### src/rtl/float64_pkg.sv
// Shared float64 decode definitions: class encodings, flag bits, exponent limits, FSM states.
package float64_pkg;

    localparam logic [2:0] CLS_ZERO    = 3'd0;
    localparam logic [2:0] CLS_SUBNORM = 3'd1;
    localparam logic [2:0] CLS_NORMAL  = 3'd2;
    localparam logic [2:0] CLS_INF     = 3'd3;
    localparam logic [2:0] CLS_QNAN    = 3'd4;
    localparam logic [2:0] CLS_SNAN    = 3'd5;

    localparam logic [31:0] FLAG_INVALID = 32'h10;
    localparam int          EXP_BIAS     = 1023;
    localparam logic [10:0] EXP_MAX      = 11'd2047;

    typedef enum logic [1:0] {
        ST_IDLE,
        ST_DECODE,
        ST_NORM,
        ST_DONE
    } state_t;

endpackage

### src/rtl/float64_classify.sv
// Combinational binary64 classifier: biased exponent and fraction fields to class code.
module float64_classify
    import float64_pkg::*;
(
    input  logic [10:0] exp_f,
    input  logic [51:0] frac,
    output logic [2:0]  cls
);

    always_comb begin
        cls = CLS_NORMAL;
        if (exp_f == 11'd0) begin
            cls = (frac == 52'd0) ? CLS_ZERO : CLS_SUBNORM;
        end else if (exp_f == EXP_MAX) begin
            // Quiet bit is the fraction MSB; a NaN without it is signalling.
            if (frac == 52'd0)  cls = CLS_INF;
            else if (frac[51])  cls = CLS_QNAN;
            else                cls = CLS_SNAN;
        end
    end

endmodule

### src/rtl/unpack_float64.sv
// Unpacks a binary64 operand into sign/exponent/significand with class and flags; ap_ctrl_hs handshake.
// Build option UNPACK_F64_DAZ_EN: subnormal inputs are flushed to signed zero instead of normalised.
module unpack_float64
    import float64_pkg::*;
#(
    parameter int EXP_W = 13,
    parameter int SIG_W = 64
) (
    input  logic             ap_clk,
    input  logic             ap_rst,
    input  logic             ap_start,
    output logic             ap_done,
    output logic             ap_idle,
    output logic             ap_ready,
    input  logic [63:0]      a,
    output logic             zSign,
    output logic [EXP_W-1:0] zExp,
    output logic [SIG_W-1:0] zSig,
    output logic [2:0]       zClass,
    input  logic [31:0]      float_exception_flag_i,
    output logic [31:0]      float_exception_flag_o,
    output logic             float_exception_flag_o_ap_vld
);

`ifdef UNPACK_F64_DAZ_EN
    localparam bit DAZ_EN = 1'b1;
`else
    localparam bit DAZ_EN = 1'b0;
`endif

    state_t state, state_nxt;

    logic [63:0]      a_q;
    logic [31:0]      flag_q;
    logic [52:0]      sig53;
    logic [EXP_W-1:0] nexp;
    logic             vld_q;

    logic [10:0] exp_f;
    logic [51:0] frac;
    logic [2:0]  cls;
    logic [2:0]  cls_eff;
    logic [52:0] sig_shl;
    logic        to_norm;

    assign exp_f   = a_q[62:52];
    assign frac    = a_q[51:0];
    assign sig_shl = {sig53[51:0], 1'b0};

    float64_classify u_classify (
        .exp_f (exp_f),
        .frac  (frac),
        .cls   (cls)
    );

    assign cls_eff = (DAZ_EN && cls == CLS_SUBNORM) ? CLS_ZERO : cls;
    assign to_norm = (cls_eff == CLS_SUBNORM);

    always_comb begin
        state_nxt = state;
        case (state)
            ST_IDLE:   if (ap_start) state_nxt = ST_DECODE;
            ST_DECODE: state_nxt = to_norm ? ST_NORM : ST_DONE;
            // Exit on the edge that brings the leading one into bit 52, so latency is 2+s.
            ST_NORM:   if (sig_shl[52]) state_nxt = ST_DONE;
            ST_DONE:   state_nxt = ST_IDLE;
            default:   state_nxt = ST_IDLE;
        endcase
    end

    always_ff @(posedge ap_clk) begin
        if (ap_rst) begin
            state                  <= ST_IDLE;
            a_q                    <= '0;
            flag_q                 <= '0;
            sig53                  <= '0;
            nexp                   <= '0;
            vld_q                  <= 1'b0;
            zSign                  <= 1'b0;
            zExp                   <= '0;
            zSig                   <= '0;
            zClass                 <= CLS_ZERO;
            float_exception_flag_o <= '0;
        end else begin
            state <= state_nxt;
            case (state)
                ST_IDLE: begin
                    if (ap_start) begin
                        a_q    <= a;
                        flag_q <= float_exception_flag_i;
                    end
                end
                ST_DECODE: begin
                    sig53 <= {1'b0, frac};
                    nexp  <= '0;
                    if (!to_norm) begin
                        zSign                  <= a_q[63];
                        zClass                 <= cls_eff;
                        vld_q                  <= (cls_eff == CLS_SNAN);
                        float_exception_flag_o <= (cls_eff == CLS_SNAN) ? (flag_q | FLAG_INVALID)
                                                                        : flag_q;
                        case (cls_eff)
                            CLS_NORMAL: begin
                                zExp <= EXP_W'(exp_f - 11'd1);
                                zSig <= {1'b0, 1'b1, frac, 10'b0};
                            end
                            CLS_INF, CLS_QNAN, CLS_SNAN: begin
                                zExp <= EXP_W'(EXP_MAX);
                                zSig <= {2'b0, frac, 10'b0};
                            end
                            default: begin
                                zExp <= '0;
                                zSig <= '0;
                            end
                        endcase
                    end
                end
                ST_NORM: begin
                    sig53 <= sig_shl;
                    nexp  <= nexp - 1'b1;
                    if (sig_shl[52]) begin
                        zSign                  <= a_q[63];
                        zClass                 <= CLS_SUBNORM;
                        zExp                   <= nexp - 1'b1;
                        zSig                   <= {1'b0, sig_shl, 10'b0};
                        vld_q                  <= 1'b0;
                        float_exception_flag_o <= flag_q;
                    end
                end
                default: ;
            endcase
        end
    end

    assign ap_idle  = (state == ST_IDLE);
    assign ap_done  = (state == ST_DONE);
    assign ap_ready = ap_done;
    assign float_exception_flag_o_ap_vld = ap_done & vld_q;

endmodule

### config.mk
export PLATFORM = sky130hd
export DESIGN_NAME = unpack_float64
export DESIGN_NICKNAME = d
export VERILOG_FILES = /design/src/rtl/float64_pkg.sv /design/src/rtl/float64_classify.sv /design/src/rtl/unpack_float64.sv
export SDC_FILE = /design/constraint.sdc
export NUM_CORES = 1
export LEC_CHECK = 0
export ABC_CLOCK_PERIOD_IN_PS = 5200
export BUFFER_PORTS_ARGS = -buffer_cell sky130_fd_sc_hd__buf_2
export CAP_MARGIN = 20
export CORE_ASPECT_RATIO = 0.75
export CORE_MARGIN = 4
export CORE_UTILIZATION = 40
export CTS_CLUSTER_SIZE = 28
export DETAILED_ROUTE_END_ITERATION = 16
export MAX_ROUTING_LAYER = met4
export PLACE_DENSITY = 0.57
export SKIP_LAST_GASP = 1
export SYNTH_ARGS = -nofsm -noshare
export SYNTH_HDL_FRONTEND = slang
export SYNTH_SLANG_ARGS = --single-unit
### constraint.sdc
create_clock -name ap_clk -period 5.2 [get_ports ap_clk]
set_input_delay 1.04 -clock ap_clk [delete_from_list [all_inputs] [get_ports ap_clk]]
set_output_delay 1.04 -clock ap_clk [all_outputs]
set_load 0.03 [all_outputs]
# Yosys cells after proc, flatten, opt, wreduce, memory -nomap -nowiden
# Index checks and enable logic that the tools add are counted.
[totals]
register_bits = 277
output_inout_bits = 117
[classes]
addsub = 2
n_eq_ne = 12
mux = 32
n_bitwise = 1
reduce_logical = 8
[op_table]
columns = ["op", "count"]
rows = [
  ["$mux W64", 2],
  ["$pmux W64 S2", 1],
  ["$pmux W63 S2", 1],
  ["$pmux W52 S2", 1],
  ["$pmux W13 S2", 3],
  ["$mux W32", 2],
  ["$pmux W32 S2", 1],
  ["$logic_not A52 Y1", 1],
  ["$mux W13", 2],
  ["$mux W3", 5],
  ["$sub A13 B1 Y13 const B", 1],
  ["$sub A11 B1 Y12 const B", 1],
  ["$eq A11 B11 Y1 const B", 1],
  ["$logic_not A11 Y1", 1],
  ["$pmux W2 S4", 1],
  ["$mux W1", 7],
  ["$eq A3 B2 Y1 const B", 2],
  ["$eq A3 B3 Y1 const B", 2],
  ["$ne A2 B2 Y1 const B", 3],
  ["$pmux W3 S2", 1],
  ["$mux W5", 1],
  ["$eq A2 B2 Y1 const B", 2],
  ["$mux W2", 2],
  ["$pmux W1 S2", 2],
  ["8 further kinds", 9],
]

# Depth between registers and ports, before layout
# Gate-level depths: netlist (run 1).
[logic_depth]
ltp_word = 9
mapped_depth = 10

# Modules after synthesis
# Synthesis (run 1) repeated with hierarchy kept, for this count alone.
[hier_totals]
hier_cells = 1311
hier_area_um2 = 10887.9
[by_module_without_submodules]
columns = ["mod", "instances", "cells_each", "area_each_um2", "seq_area_each_um2"]
rows = [
  ["unpack_float64", 1, 1281, 10690.3, 5325.1],
  ["float64_classify", 1, 30, 197.7, 0.0],
]

# Worst setup path after synthesis (run 1)
# Ideal clock, no wire load.
[synth_path]
path_type = "input to register"
start = "input port ap_start"
end = "register a_q[27]"
setup_time_ns = 0.070
t_arrival_ns = 2.057
path_slack_ns = 3.072
cell_stages = 6
n_path_buf = 3
path_cell_list = "and2_1 clkbuf_1 clkbuf_1 buf_1 nand2_1 a21oi_1"
[synth_between]
elab_chain_cells = 1
[synth_rtl]
columns = ["item", "line", "source"]
rows = [
  ["start, declared", "unpack_float64.sv:11", "input logic ap_start,"],
  ["$reduce_and A2 Y1 (no line)", "-", ""],
  ["end signal, assigned", "unpack_float64.sv:74", "a_q <= '0;"],
  ["end signal, assigned", "unpack_float64.sv:89", "a_q <= a;"],
  ["end, declared", "unpack_float64.sv:33", "logic [63:0] a_q;"],
]
# No other way between the ends.
# A chain may end at the register's enable or synchronous reset.

# Worst setup path after layout (run 1)
[layout_path]
start = "register state[0]"
end = "register zSig[18]"
[layout_between]
elab_chain_cells = 3
[layout_rtl]
columns = ["item", "line", "source"]
rows = [
  ["start, declared", "unpack_float64.sv:31", "state_t state, state_nxt;"],
  ["start signal, assigned", "unpack_float64.sv:85", "state <= state_nxt;"],
  ["$eq A2 B1 Y1 / $eq A2 B2 Y1 (equally long branches)", "unpack_float64.sv:86", "case (state)"],
  ["$ne A2 B2 Y1 (no line) / $reduce_bool A2 Y1 (equally long branches)", "-", ""],
  ["$reduce_and A3 Y1 (no line)", "-", ""],
  ["end signal, assigned", "unpack_float64.sv:105", "zSig <= {1'b0, 1'b1, frac, 10'b0};"],
  ["end signal, assigned", "unpack_float64.sv:109", "zSig <= {2'b0, frac, 10'b0};"],
  ["end signal, assigned", "unpack_float64.sv:125", "zSig <= {1'b0, sig_shl, 10'b0};"],
  ["end, declared", "unpack_float64.sv:18", "output logic [SIG_W-1:0] zSig,"],
]
# Parallel ways exist; a longest one is shown, timed or not.

==> impl_metrics.ini, run 1 <==
[job]
cap_violations = 0

[finish]
final_nets = 1605
area_delta_synth_final_pct = 17.6
final_common_cell = nand2_1
layout-drive-gt1-share = 0.190
antenna_cells = 0
final_cell_mix = 361 x nand2_1, 266 x dfxtp_1, 203 x buf_2, 156 x a21oi_1, 95 x a311oi_1
nFillCells = 2726

[yosys]
synth_cell_type_count = 57
synthCells = 1381
synth_edf_count = 0
yosys-top-cells-area = dfxtp_1 48%, nand2_1 12%, a311oi_1 7.5%
post-synth-top-area-cell = dfxtp_1
ys_seq_elements = 266
syn_avg_cell_area_um2 = 8.06
async_flop_share = 0
synth_area_mm2 = 0.0111
yosys_most_used_dff = dfxtp_1
yosysWarnings = 0
synth-seq-area-share = 0.478
synth_top_area_frac = 0.478

[grt]
grt_max_degree = 134
grt_pass1_wl_um = 53300
grt_overflow_total = 0
grt_pass1_vias = 9606
antenna_found_initial = 0
grtUsageTotal = 0.211

[hold_path]
holdCritPathClass = flip-flop to flip-flop

[floorplan]
io_pins = 216
row_count = 52
die_x_um = 201
dieArea_mm2 = 0.0306
die_h_um = 153
coreArea_mm2 = 0.0272
initial_core_util = 0.410

[route]
postRouteAntennaNets = 0
firstDrtPassIters = 5
drcViolationCount = 0
wl_per_cell_um = 17.8
routed_wl_um = 33300
drtIter0Drc = 682
vias = 10150
via_per_inst = 5.44

[setup_path]
cp.required_ns = 5.63
cp_common_cell = buf_4
crit_fanout = 59
path_class = flip-flop to flip-flop
path_cells = inv_1, ha_2, buf_4, nand2b_1, nand4_1, or4_1, buf_4, nand2_4, a311oi_1
cp_num_buf_inv = 3
cp-end-kind = flip-flop
crit_family = simple AND/OR/NAND/NOR gates
cp_slowest_stage_delay_ns = 0.57
arrival_ns = 3.74
slowest_stage = nand2_4
cp-start-kind = flip-flop

[cts]
clock-root-buffer = clkbuf_16
clk_path_buf_depth = 3
cts_sinks = 266
clkLatencyLatePin_ns = 0.53
cts_tree = done
postCtsSetupBuffers = 0
clk_pin_slew_ns = 0.06
ctsResizeCount = 0
cts_hold_buf = 0
h-tree-depth = 1
cts-buffers-inserted = 27

[sta]
slew-limit-headroom = 0.379
period_share = 0.637
period_minus_slack_ns = 3.31
setup_viol = 0
fmax_ghz = 0.302
worst_clock_skew_ns = 0.0105
finalHoldViolations = 0
drv_slew = 0
tns_ns = 0
rsz0062_at_grt = no
tightest_slew_ns = 0.932

[outcome]
outcome = finished, final reports clean

[placed_design]
io_buffers = 204
hpwl_um = 20600
gp_congestion = 0.778

[power_and_ir_drop]
total_power_w = 0.00873
vdd_drop_max_v = 0.000365
cellLeakagePower_nw = 4.99
pwr_density_cell_mw_per_mm2 = 667
Yosys cell counts (14+ instances only):
| cell | count |
|---|---|
| a21oi_1 | 157 |
| a311oi_1 | 95 |
| buf_1 | 16 |
| buf_2 | 20 |
| clkbuf_1 | 86 |
| dfxtp_1 | 266 |
| inv_1 | 14 |
| nand2_1 | 362 |
| nand3_1 | 43 |
| nor2_1 | 72 |
| nor3_1 | 58 |
| nor4_1 | 17 |
| o21ai_0 | 43 |
final cells by class:
cell class / count / area [µm²] / share of cell area
timing repair buffer: 219 / 1190 / 0.0907
clock inverter: 7 / 92.6 / 0.00707
sequential: 266 / 5330 / 0.407
multi-input combinational: 970 / 5210 / 0.398
inverter: 15 / 56.3 / 0.00430
clock buffer: 37 / 783 / 0.0598
tap: 351 / 439 / 0.0335
metal layers:
metal  GRT usage  share of wire  up-vias
li1            -              -     5067
met5           -              0        -
met4      0.0396          0.017        0
met3      0.0372          0.055       43
met2       0.305           0.43      252
met1       0.313           0.50     4788
cell families after synthesis:
logic type	Yosys count	share of synthesized area
flip-flops	266	0.478
XOR/XNOR	13	0.0102
adder cells (fa/ha/maj)	7	0.00786
buffers and inverters	155	0.0622
AND/OR/NAND/NOR	595	0.232
multiplexers	5	0.00449
other	1	0.000337
AO/OA/AOI/OAI	339	0.204
where the power goes:
group	leakage, nW	switching (W)	internal (W)
logic	2.38	0.00265	0.00124
registers	2.18	0.000352	0.00253
clock network	0.423	0.000809	0.00114
metrics by stage:
step                      instance area (µm²)  cells  setup slack, ns  hold WS (ns)  utilization
after floorplan                         11200   1391             3.07         0.433            -
after global placement                  12200   1819             1.94         0.440        0.448
after detailed placement                12200   1819             1.90         0.444        0.448
after CTS                               13000   1863             1.87         0.454        0.480
after global routing                    13100   1865             1.57         0.473        0.482
final                                   13100   1865             1.89         0.452        0.482
final timing paths:
path,startpoint,endpoint,slack [ns],depth (start not counted)
min,flag_q[11],flag_q[11],0.45,2
max reg2reg,state[0],zSig[18],1.89,9
min reg2reg,flag_q[11],flag_q[11],0.45,2
max,state[0],zSig[18],1.89,9
worst min-delay path: stages (launching register included):
cell,delay (ns)
dfxtp_1,0.31
nand2_1,0.05
a21oi_1,0.05
flip-flops by register name, indices dropped and copies added, names as in the netlist:
register	count
float_exception_flag_o	32
state	2
nexp	13
zSig	53
a_q	64
flag_q	32
vld_q	1
zClass	3
zSign	1
sig53	52
zExp	13
Note: power is estimated with default switching activity, not from simulation.
==> run 2, diff against run 1 <==
- ABC_CLOCK_PERIOD_IN_PS: 5200 -> 3200
- clock period: 5.2 -> 3.2 ns (I/O delays scaled with it)
==> run 2 against run 1 <==
Against the previous run:
- utilization grew 0.98 points
- flip-flop and latch count is the same
- non-clock buffer count grew 10
- first-iteration DRC count grew 7.2%
- global-route usage grew 0.59 points
- clock power grew 78%
- cell area grew 2.0%
- clock skew shrank 0.0023 ns
- sequential power grew 62%
- combinational power grew 69%
- power grew 69%
- hold slack lost 0.13 ns
==> impl_metrics.ini, run 2 (same netlist as run 1, synthesis figures left out) <==
[cts]
cts_hold_buf = 0
cts-buffers-inserted = 29
postCtsSetupBuffers = 0
clkLatencyLatePin_ns = 0.55
ctsResizeCount = 0
clock-root-buffer = clkbuf_16
cts_sinks = 266
cts_tree = done
clk_pin_slew_ns = 0.06
h-tree-depth = 1
clk_path_buf_depth = 3

[grt]
grt_pass1_wl_um = 54500
grtUsageTotal = 0.217
grt_overflow_total = 0
grt_max_degree = 131
antenna_found_initial = 0
grt_pass1_vias = 9762

[floorplan]
dieArea_mm2 = 0.0306
io_pins = 216
coreArea_mm2 = 0.0272
die_x_um = 201
initial_core_util = 0.410
die_h_um = 153
row_count = 52

[setup_path]
arrival_ns = 3.23
reg2reg_depth = 6
cp-startpoint = a_q[15]
r2r_slack_ns = 0.38
crit_fanout = 41
reg2reg_from = a_q[15]
cp-start-kind = flip-flop
crit_end = zExp[5]
timing.rr.end = zExp[5]
cp-end-kind = flip-flop
path_class = flip-flop to flip-flop
cp.required_ns = 3.61

[sta]
setup_viol = 0
period_minus_slack_ns = 2.82
fmax_ghz = 0.354
rsz0062_at_grt = no
tns_ns = 0
period_share = 0.882
worst_slack_ns = 0.377
worst_clock_skew_ns = 0.00823
drv_slew = 0
tightest_slew_ns = 0.768
slew-limit-headroom = 0.484
finalHoldViolations = 0

[finish]
regArea_mm2 = 0.00533
area_delta_synth_final_pct = 20.0
largest_register_ffs = 64
multiInputGateArea_mm2 = 0.00521
layout-drive-gt1-share = 0.201
final_nets = 1617
final_common_cell = nand2_1
utilization = 0.491
antenna_cells = 0
final_cells = 1885
reg_top3 = a_q: 64 flops, zSig: 53 flops, sig53: 52 flops
final_cell_mix = 361 x nand2_1, 266 x dfxtp_1, 203 x buf_2, 156 x a21oi_1, 95 x a311oi_1
nFillCells = 2704
largest_register = a_q

[route]
drcViolationCount = 0
vias = 10346
firstDrtPassIters = 5
postRouteAntennaNets = 0
drtIter0Drc = 731
routed_wl_um = 34100
via_per_inst = 5.49
wl_per_cell_um = 18.1

[outcome]
outcome = finished, final reports clean

[placed_design]
gp_congestion = 0.811
hpwl_um = 21700
dp.cells = 1831
io_buffers = 204
dp_slack_ns = 0.425

[power_and_ir_drop]
vdd_drop_max_v = 0.000587
cellLeakagePower_nw = 5.13
pwr_density_cell_mw_per_mm2 = 1100

[hold_path]
holdCritPathClass = input port to flip-flop

[job]
cap_violations = 0
run 2: cell count changes in the layout (fill, tap and decap cells not counted), sizes merged:
cell      delta
clkinvlp     -1
clkbuf       +6
buf         +10
clkinv       +3
inv          +2
run 2: how the worst min path moves through the flow:
stage / startpoint / end / slack, ns / cells past startpoint
2_1_floorplan: a_q[63] / a_q[63] / 0.43 / 2
3_3_place_gp: flag_q[26] / flag_q[26] / 0.44 / 2
3_5_place_dp: flag_q[7] / flag_q[7] / 0.44 / 2
4_1_cts: float_exception_flag_i[7] / flag_q[7] / 0.31 / 3
5_1_grt: float_exception_flag_i[16] / flag_q[16] / 0.32 / 3
6_report: a[63] / a_q[63] / 0.33 / 3
run 2: metal layers:
layer | up-vias | GRT usage | part of all wire
met3 | 37 | 0.0379 | 0.058
met4 | 0 | 0.0403 | 0.015
met1 | 4925 | 0.317 | 0.49
li1 | 5094 | - | -
met2 | 290 | 0.320 | 0.44
met5 | - | - | 0
run 2: cell type report:
cell class / instances / area share
inverter: 15 / 0.00421
clock inverter: 11 / 0.00927
timing repair buffer: 229 / 0.0986
tap: 351 / 0.0329
multi-input combinational: 970 / 0.390
clock buffer: 43 / 0.0665
sequential: 266 / 0.399
run 2: per-stage QoR:
stage / total power (W) / area, µm² / hold WS [ns]
finish: 0.0147 / 13400 / 0.325
global route: 0.0157 / 13400 / 0.321
CTS: 0.0148 / 13400 / 0.308
detailed placement: 0.0113 / 12400 / 0.443
global placement: 0.0112 / 12400 / 0.439
floorplan: 0.00936 / 11200 / 0.433
run 2: where the power goes:
part | internal [W] | total [W] | switching (W) | leakage, nW
Combinational | 0.00217 | 0.00656 | 0.00440 | 2.45
Sequential | 0.00412 | 0.00468 | 0.000564 | 2.18
Clock | 0.00208 | 0.00348 | 0.00140 | 0.499
Total | 0.00837 | 0.0147 | 0.00636 | 5.13
run 2: critical path, cell delays in order (launching register included):
cell and delay (ns):
dfxtp_1 0.33, nor4_1 0.59, nand4_1 0.37, or4_1 0.65
buf_4 0.32, a221oi_1 0.34, a211oi_1 0.08
==> run 3, diff against run 2 <==
- ABC_CLOCK_PERIOD_IN_PS: 3200 -> 3400
- SYNTH_HIERARCHICAL: not set -> 1
- clock period: 3.2 -> 3.4 ns (I/O delays scaled with it)
==> run 3 against run 2 <==
Against the previous run:
- via count shrank 7.3%
- combinational power grew 12%
- cell area decreased by 0.61%
- wire length shrank 10%
- power grew 2.0%
- critical endpoint is now zSig[58]
- cell count shrank 2.1%
- synthesized cell count down 5.1%
- non-clock buffer count rose by 10
- global-route usage decreased by 1.7 points
==> impl_metrics.ini, run 3 <==
[finish]
layout-drive-gt1-share = 0.205
utilization = 0.494
reg_top3 = a_q: 64 flops, zSig: 53 flops, sig53: 52 flops
area_delta_synth_final_pct = 22.0
largest_register_ffs = 64
final_cell_mix = 273 x nand2_1, 266 x dfxtp_1, 203 x buf_2, 143 x nor2_1, 142 x a21oi_1
nFillCells = 2639
final_common_cell = nand2_1
largest_register = a_q
final_nets = 1575

[sta]
rsz0062_at_grt = no
finalHoldViolations = 0
fmax_ghz = 0.310
period_minus_slack_ns = 3.23
worst_clock_skew_ns = 0.0177
tightest_slew_ns = 0.868
drv_slew = 0
worst_slack_ns = 0.172
hold_ws_ns = 0.375
setup_viol = 0
period_share = 0.950
slew-limit-headroom = 0.421
tns_ns = 0

[yosys]
synth_compound_area_frac = 0.169
synth_cell_type_count = 50
synth_top_family_by_area = simple AND/OR/NAND/NOR gates
synthMuxAreaShare = 0.0552
synth_edf_count = 0
synth-seq-area-share = 0.489
synthCells = 1311
synthXorXnorAreaFrac = 0.0128
ys_seq_elements = 266
yosys-top-cells-area = dfxtp_1 49%, nand2_1 9.4%, a21oi_1 6.6%
yosys_most_used_dff = dfxtp_1
synthAdderAreaFrac = 0.00689
yosys.cell_count.top_type = nand2_1
yosys-top-cells-count = 274 x nand2_1, 266 x dfxtp_1, 143 x a21oi_1, 143 x nor2_1, 74 x clkbuf_1
synth_top_area_frac = 0.489
yosysWarnings = 6
syn_avg_cell_area_um2 = 8.31
synthSimpleGateAreaFrac = 0.216
async_flop_share = 0
synth_area_mm2 = 0.0109
post-synth-top-area-cell = dfxtp_1

[setup_path]
cp-start-kind = flip-flop
crit_fanout = 28
cp-end-kind = flip-flop
path_class = flip-flop to flip-flop
r2r_slack_ns = 0.17
arrival_ns = 3.63
reg2reg_depth = 10
cp.required_ns = 3.80

[cts]
cts_sinks = 266
h-tree-depth = 1
clk_path_buf_depth = 3
cts_hold_buf = 0
clk_pin_slew_ns = 0.06
cts_tree = done
cts-buffers-inserted = 27
clock-root-buffer = clkbuf_16
clkLatencyLatePin_ns = 0.54

[grt]
antenna_found_initial = 3
grt_max_degree = 111
grt_pass1_vias = 8828
grt_pass1_wl_um = 48100
grt_overflow_total = 0
grtUsageTotal = 0.200

[route]
vias = 9591
top_layer = met4
drtIter0Drc = 531
via_per_inst = 5.20
firstDrtPassIters = 5
dr_wl_met2_um = 13300
postRouteAntennaNets = 0
routed_wl_um = 30500
wl_per_cell_um = 16.5
drt-met1-wl_um = 15300
routed-wl-met3_um = 1410
drcViolationCount = 0

[power_and_ir_drop]
clockPowerShare = 0.202
p_int_w = 0.00848
p_sw_frac = 0.436
cellLeakagePower_nw = 5.26
p_seq_frac = 0.310
pwr_density_cell_mw_per_mm2 = 1130
share_comb_of_total_power = 0.488
vdd_drop_max_v = 0.000514
power_switching_w = 0.00654

[placed_design]
hpwl_um = 20300
gp_congestion = 0.795
dp_slack_ns = 0.0755
io_buffers = 204

[floorplan]
initial_core_util = 0.405
io_pins = 216
row_count = 52
coreArea_mm2 = 0.0269
dieArea_mm2 = 0.0300
die_h_um = 151
die_x_um = 199

[hold_path]
holdCritPathClass = input port to flip-flop
holdPathStages = 3

[outcome]
outcome = finished, final reports clean

[job]
cap_violations = 0
-- run 3: worst max-delay path: stages, from the launching register on --
cell and delay (ns):
dfxtp_1 0.33, nor4_1 0.42, buf_4 0.18, nand4_1 0.13, or4_4 0.54, a21oi_1 0.32
nor3b_2 0.13, a211o_4 0.42, buf_12 0.18, a221oi_1 0.35, nor3_1 0.09
-- run 3: path summary, 6_finish.rpt --
check        startpoint                         end
max             a_q[41]                    zSig[58]
min               a[51]                     a_q[51]
max reg2reg     a_q[41]                    zSig[58]
min reg2reg  flag_q[31]  float_exception_flag_o[31]
-- run 3: power by group through the flow --
stage | clock network, W | registers, W | logic [W]
final | 0.00303 | 0.00466 | 0.00733
after global routing | 0.00324 | 0.00478 | 0.00809
after CTS | 0.00312 | 0.00466 | 0.00742
after detailed placement | 0 | 0.00472 | 0.00738
after global placement | 0 | 0.00472 | 0.00730
after floorplan | 0 | 0.00541 | 0.00425
-- run 3: cell families after synthesis --
kind of cell / count (synthesis)
buffers and inverters: 131
adder cells (fa/ha/maj): 6
flip-flops: 266
AO/OA/AOI/OAI: 286
XOR/XNOR: 15
multiplexers: 60
other: 1
AND/OR/NAND/NOR: 546
-- run 3: through the flow --
step / instances / cell area, µm² / power (W)
after floorplan: 1321 / 10900 / 0.00967
after global placement: 1792 / 12300 / 0.0120
after detailed placement: 1792 / 12300 / 0.0121
after CTS: 1841 / 13300 / 0.0152
after global routing: 1844 / 13300 / 0.0161
final: 1845 / 13300 / 0.0150
-- run 3: what timing repair did --
action / CTS / global route
resized for setup: 0 / 2
hold endpoints to repair: 0 / 0
endpoints found under the setup margin: 0 / 74
setup buffers: 0 / 0
-- run 3: area by class of cell --
type | count | area [µm²] | share of cell area
flip-flops and latches | 266 | 5330 | 0.401
multi-input cells | 924 | 5120 | 0.385
repair buffers | 239 | 1430 | 0.108
clock buffers | 41 | 818 | 0.0616
well taps | 351 | 439 | 0.0331
clock inverters | 8 | 93.8 | 0.00707
inverters | 12 | 45.0 | 0.00339
diodes | 4 | 10.0 | 0.000754
-- run 3: routing by layer --
metal,up-vias,global-route usage
li1,4865,-
met1,4494,0.299
met2,202,0.290
met3,30,0.0305
met4,0,0.0359
met5,-,-
